==> config.mk <==
export PLATFORM = sky130hd
export DESIGN_NAME = decodificador_teclado
export DESIGN_NICKNAME = d
export VERILOG_FILES = /design/src/rtl/decodificador_teclado.sv
export SDC_FILE = /design/constraint.sdc
export NUM_CORES = 1
export LEC_CHECK = 0
export BUFFER_PORTS_ARGS = -buffer_cell sky130_fd_sc_hd__buf_2
export CORE_UTILIZATION = 37
export CTS_CLUSTER_DIAMETER = 80
export DETAILED_ROUTE_END_ITERATION = 8
export MAX_ROUTING_LAYER = met4
export PLACE_DENSITY_LB_ADDON = 0.25
export SYNTH_ARGS = -nofsm -noshare
export SYNTH_HDL_FRONTEND = slang
export SYNTH_SLANG_ARGS = --single-unit
==> constraint.sdc <==
create_clock -name clock -period 2.65 [get_ports clock]
set_input_delay 0 -clock clock [delete_from_list [all_inputs] [get_ports clock]]
set_output_delay 0 -clock clock [all_outputs]
set_load 0.01 [all_outputs]
==> src/rtl/decodificador_teclado.sv <==
// Keypad emulator: queues BCD digits and replays them as timed one-hot
// key presses on a 10-line numeric keypad bus.
module decodificador_teclado #(
    parameter int PROFUNDIDADE     = 4,
    parameter int CICLOS_PRESSAO   = 3,
    parameter int CICLOS_INTERVALO = 2
) (
    input  logic       clock,
    input  logic       resetN,
    input  logic [3:0] entradaBCD,
    input  logic       dadoValidoN,
    output logic       pronto,
    output logic [9:0] tecladoNumerico,
    output logic       ocupado,
    output logic       erroBCD
);

    localparam int AW   = $clog2(PROFUNDIDADE);
    localparam int MAXC = (CICLOS_PRESSAO > CICLOS_INTERVALO) ?
                          CICLOS_PRESSAO : CICLOS_INTERVALO;
    localparam int CW   = (MAXC > 1) ? $clog2(MAXC) : 1;

    localparam logic [AW:0]   CHEIO    = PROFUNDIDADE[AW:0];
    localparam logic [CW-1:0] CARGA_P  = CW'(CICLOS_PRESSAO - 1);
    localparam logic [CW-1:0] CARGA_G  = CW'(CICLOS_INTERVALO - 1);

    typedef enum logic [1:0] {
        OCIOSO,
        PRESSIONA,
        SOLTA
    } estado_t;

    estado_t       estado;
    logic [CW-1:0] contador;
    logic [AW:0]   contagem;
    logic [AW-1:0] ptr_esc;
    logic [AW-1:0] ptr_lei;
    logic [3:0]    memoria [PROFUNDIDADE];
    logic [3:0]    cabeca;
    logic          vazia;
    logic          oferta;
    logic          push;
    logic          pop;
    logic          fim;

    function automatic logic [9:0] um_quente(input logic [3:0] d);
        um_quente = 10'd1 << d;
    endfunction

    assign vazia   = (contagem == '0);
    assign pronto  = (contagem != CHEIO);
    assign oferta  = !dadoValidoN && pronto;
    assign push    = oferta && (entradaBCD <= 4'd9);
    assign fim     = (contador == '0);
    assign pop     = !vazia &&
                     ((estado == OCIOSO) || ((estado == SOLTA) && fim));
    assign ocupado = (estado != OCIOSO) || !vazia;
    assign cabeca  = memoria[ptr_lei];

    // FIFO pointers and occupancy; a push and pop together keep the count
    always_ff @(posedge clock or negedge resetN) begin
        if (!resetN) begin
            ptr_esc  <= '0;
            ptr_lei  <= '0;
            contagem <= '0;
        end else begin
            if (push)
                ptr_esc <= ptr_esc + AW'(1);
            if (pop)
                ptr_lei <= ptr_lei + AW'(1);
            if (push && !pop)
                contagem <= contagem + (AW+1)'(1);
            else if (pop && !push)
                contagem <= contagem - (AW+1)'(1);
        end
    end

    // FIFO storage; contents are meaningless while the count is zero
    always_ff @(posedge clock) begin
        if (push)
            memoria[ptr_esc] <= entradaBCD;
    end

    // One-cycle error pulse for a taken offer that is not a BCD digit
    always_ff @(posedge clock or negedge resetN) begin
        if (!resetN)
            erroBCD <= 1'b0;
        else
            erroBCD <= oferta && (entradaBCD > 4'd9);
    end

    // Press/gap sequencer with registered key bus
    always_ff @(posedge clock or negedge resetN) begin
        if (!resetN) begin
            estado          <= OCIOSO;
            contador        <= '0;
            tecladoNumerico <= '0;
        end else begin
            unique case (estado)
                OCIOSO: begin
                    tecladoNumerico <= '0;
                    if (!vazia) begin
                        tecladoNumerico <= um_quente(cabeca);
                        contador        <= CARGA_P;
                        estado          <= PRESSIONA;
                    end
                end
                PRESSIONA: begin
                    if (fim) begin
                        tecladoNumerico <= '0;
                        contador        <= CARGA_G;
                        estado          <= SOLTA;
                    end else begin
                        contador <= contador - CW'(1);
                    end
                end
                SOLTA: begin
                    if (fim) begin
                        if (!vazia) begin
                            tecladoNumerico <= um_quente(cabeca);
                            contador        <= CARGA_P;
                            estado          <= PRESSIONA;
                        end else begin
                            estado <= OCIOSO;
                        end
                    end else begin
                        contador <= contador - CW'(1);
                    end
                end
                default: begin
                    estado          <= OCIOSO;
                    contador        <= '0;
                    tecladoNumerico <= '0;
                end
            endcase
        end
    end

endmodule
==> impl_metrics.tcl <==
set metrics [dict create \
    hold_viol 0 \
    clock_skew_ns 0.004664 \
    drive_gt1_share_pct 27.78 \
    path_clk_slew_ns 0.07 \
    relSlewSlack_pct 66.46 \
    cts_resized 0 \
    status "complete, no violations" \
    path_cells "nor2_1 -> and2_1 -> nor3_2 -> ha_1 -> inv_1 -> fa_1 -> xor2_1 -> nor2_1 -> xor2_1" \
    area_growth_pct 16.68 \
    top_usage_layer "met2" \
    cp_num_buf_inv 1 \
    use_met3_pct 3.924 \
    root_buffer "clkbuf_8" \
    synth_top_area_share_pct 32.62 \
    muxShareOfSynthArea_pct 7.265 \
    grt_pass1_vias 1021 \
    max_cap_viol_count 0 \
    synth_top_area_cell "dfrtp_1" \
    dr.pass1.iters 4 \
    ys_types 35 \
    fp.dieW_um 69.54 \
    setup_viol 0 \
    synthTopCellsByArea "dfrtp_1 (33%), edfxtp_1 (28%), mux4_2 (5.3%)" \
    crit_family "simple AND/OR/NAND/NOR gates" \
    crit_fanout 7 \
    synth_compound_area_share_pct 9.044 \
    cp_data_arrival_time_ns 2.50 \
    grt_max_degree 23 \
    rrSetupSlack_ns 0.36 \
    startpoint_type "register" \
    drt-initial-drc-count 31 \
    wire_per_inst_um 14.15 \
    cp_slowest_cell "dfrtp_1" \
    power_density_mw_per_mm2 1060 \
    cellLeakagePower_nw 0.8478 \
    max_freq_mhz 436.3 \
    initial_core_util_pct 38.50 \
    grt_pass1_wl_um 4885 \
    ys_ff_latch 38 \
    grt.overflow.total 0 \
    cpPeakStageDelay_ns 0.45 \
    critPathCaptureType "register" \
    critPathKind "reg2reg" \
    nFillCells 407 \
    routed_via_density 5.015 \
    clk-insertion-delay-late_ns 0.28 \
    holdCritPathClass "in2async" \
    use_met1_pct 16.68 \
    synth_adder_area_share_pct 5.486 \
    finalCritPeriodShare_pct 86.49 \
    placed_cells 182 \
    r2r_start "contagem[0]" \
    track_usage_pct 13.83 \
    n_antenna_cell 0 \
    postRouteAntennaNets 0 \
    synthXorXnorAreaFrac_pct 3.113 \
    antenna_found_initial 0 \
    rsz0062_at_grt "false" \
    synth-simple-area-share_pct 10.60 \
    min_period_ns 2.292 \
    cp.required_ns 2.86 \
    r2r-end "contagem[2]" \
    core_area_mm2 0.004384 \
    worstRegToRegCells 9 \
    drc 0 \
    htreeDepth 2 \
    cts_sinks 38 \
    cts_tree "done" \
    whs_ns 0.2171 \
    netlist_area_mm2 0.001688 \
    stdcell_count 196 \
    io_buffers 19 \
    report.final.slew_viol_count 0 \
    die_area_mm2 0.004836 \
    vdd_drop_max_uv 507.2 \
    met2_usage_pct 22.01 \
    syn-num-nets 127 \
    cts_buffers 5 \
    synth_cells 114 \
    synth_top_family_by_area "simple AND/OR/NAND/NOR gates" \
    clockBufferDepth 2 \
    die_h_um 69.54 \
    ys_warn_count 0 \
    place_congestion 0.7182 \
    final_nets 156 \
    hpwl_um 2038 \
    ioPinCount 20 \
    fp-row-count 24 \
    ys_seq_area_share_pct 61.08 \
    totalWireLength_um 2773 \
    finalSetupTns_ns 0 \
    postLayoutCoreUtil_pct 44.92 \
    worst_pin_slew_ns 0.5031 \
    avgSynthCellArea_um2 14.81 \
    vias 983 \
]
[cell usage after synthesis]
library cell and n:
o21a_1 2, clkbuf_1 1, ha_1 5, edfxtp_1 16, o2bb2ai_1 4, o32ai_1 1
nor3b_2 1, nand2_1 4, nor3_4 2, mux2i_1 1, mux4_2 4, fa_1 1
xor2_1 2, o22ai_2 1, buf_6 1, maj3_1 1, a211oi_1 1, nand2b_1 3
o21ai_0 2, xnor2_1 4, nand3b_4 1, nor2_1 4, inv_2 1, o22ai_1 1
inv_1 9, nor3b_1 1, nor3_1 2, mux2_2 2, and2_1 5, dfrtp_1 22
nor3_2 1, a22o_1 4, buf_2 1, nor4_1 1, a32o_2 2
[layer usage]
layer	vias to the layer above	routed length (um)	part of all wire (%)
met4	0	29	1.0
met5	-	0	0
met1	479	1273	46
li1	472	-	-
met2	28	1360	49
met3	4	110	4.0
[kinds of logic after synthesis]
family / Yosys count
xor gates and xnor gates: 6
AOI/OAI and AO/OA: 18
muxes: 7
DFF: 38
adders and majority gates: 7
and+or+nand+nor: 25
buffers and inverters: 13
[state kept, by name, summed over array words and instances (netlist names)]
| name | flops |
|---|---|
| contador | 2 |
| contagem | 3 |
| erroBCD | 1 |
| estado | 2 |
| memoria | 16 |
| ptr_esc | 2 |
| ptr_lei | 2 |
| tecladoNumerico | 10 |
[where the power goes]
part           internal [mW]  switching (mW)
logic                  0.366           0.414
registers              0.774           0.165
clock network          0.181           0.187
[cell type report]
| class | instances | area (um2) | share of cell area (%) |
|---|---|---|---|
| flip-flops and latches | 38 | 1031 | 52.35 |
| inverters | 10 | 37.54 | 1.906 |
| repair buffers | 25 | 155.1 | 7.878 |
| multi-input cells | 63 | 599.3 | 30.43 |
| well taps | 52 | 65.06 | 3.304 |
| clock inverters | 2 | 8.758 | 0.4447 |
| clock buffers | 6 | 72.57 | 3.685 |
[through the flow]
stage | cell area [um2] | total power [mW] | worst slack (ns)
2_1_floorplan | 1688 | 1.547 | 0.5867
3_3_place_gp | 1828 | 1.693 | 0.4303
3_5_place_dp | 1828 | 1.735 | 0.3841
4_1_cts | 1969 | 2.115 | 0.3427
5_1_grt | 1969 | 2.244 | 0.1329
6_report | 1969 | 2.087 | 0.3579
[timing repair]
action	4_1_cts	5_1_grt
hold buffers	6	0
endpoints found under the hold margin	39	0
setup buffers	0	0
[how the worst max path moves through the flow]
| stage | from | endpoint | slack (ns) | depth (start not counted) |
|---|---|---|---|---|
| floorplan | contagem[0] | contagem[2] | 0.59 | 9 |
| global placement | contagem[0] | contagem[2] | 0.43 | 9 |
| detailed placement | contagem[1] | contagem[2] | 0.38 | 9 |
| CTS | contagem[1] | contagem[2] | 0.34 | 9 |
| global route | contagem[0] | contagem[2] | 0.13 | 9 |
| finish | contagem[0] | contagem[2] | 0.36 | 9 |
[cells in the final DEF, fill, tap and decap left out, types with 2 or more instances in the layout]
cell type / n
nor3_1: 2
o21a_1: 2
clkbuf_8: 5
edfxtp_1: 16
dlygate4sd3_1: 6
xor2_1: 2
nand2b_1: 3
nor3_4: 2
a22o_1: 4
nand2_1: 4
a32o_2: 2
ha_1: 5
o2bb2ai_1: 4
and2_1: 5
dfrtp_1: 22
mux2_2: 2
xnor2_1: 4
o21ai_0: 2
inv_1: 9
mux4_2: 4
nor2_1: 4
buf_2: 19
Note: power is estimated with default switching activity, not from simulation.
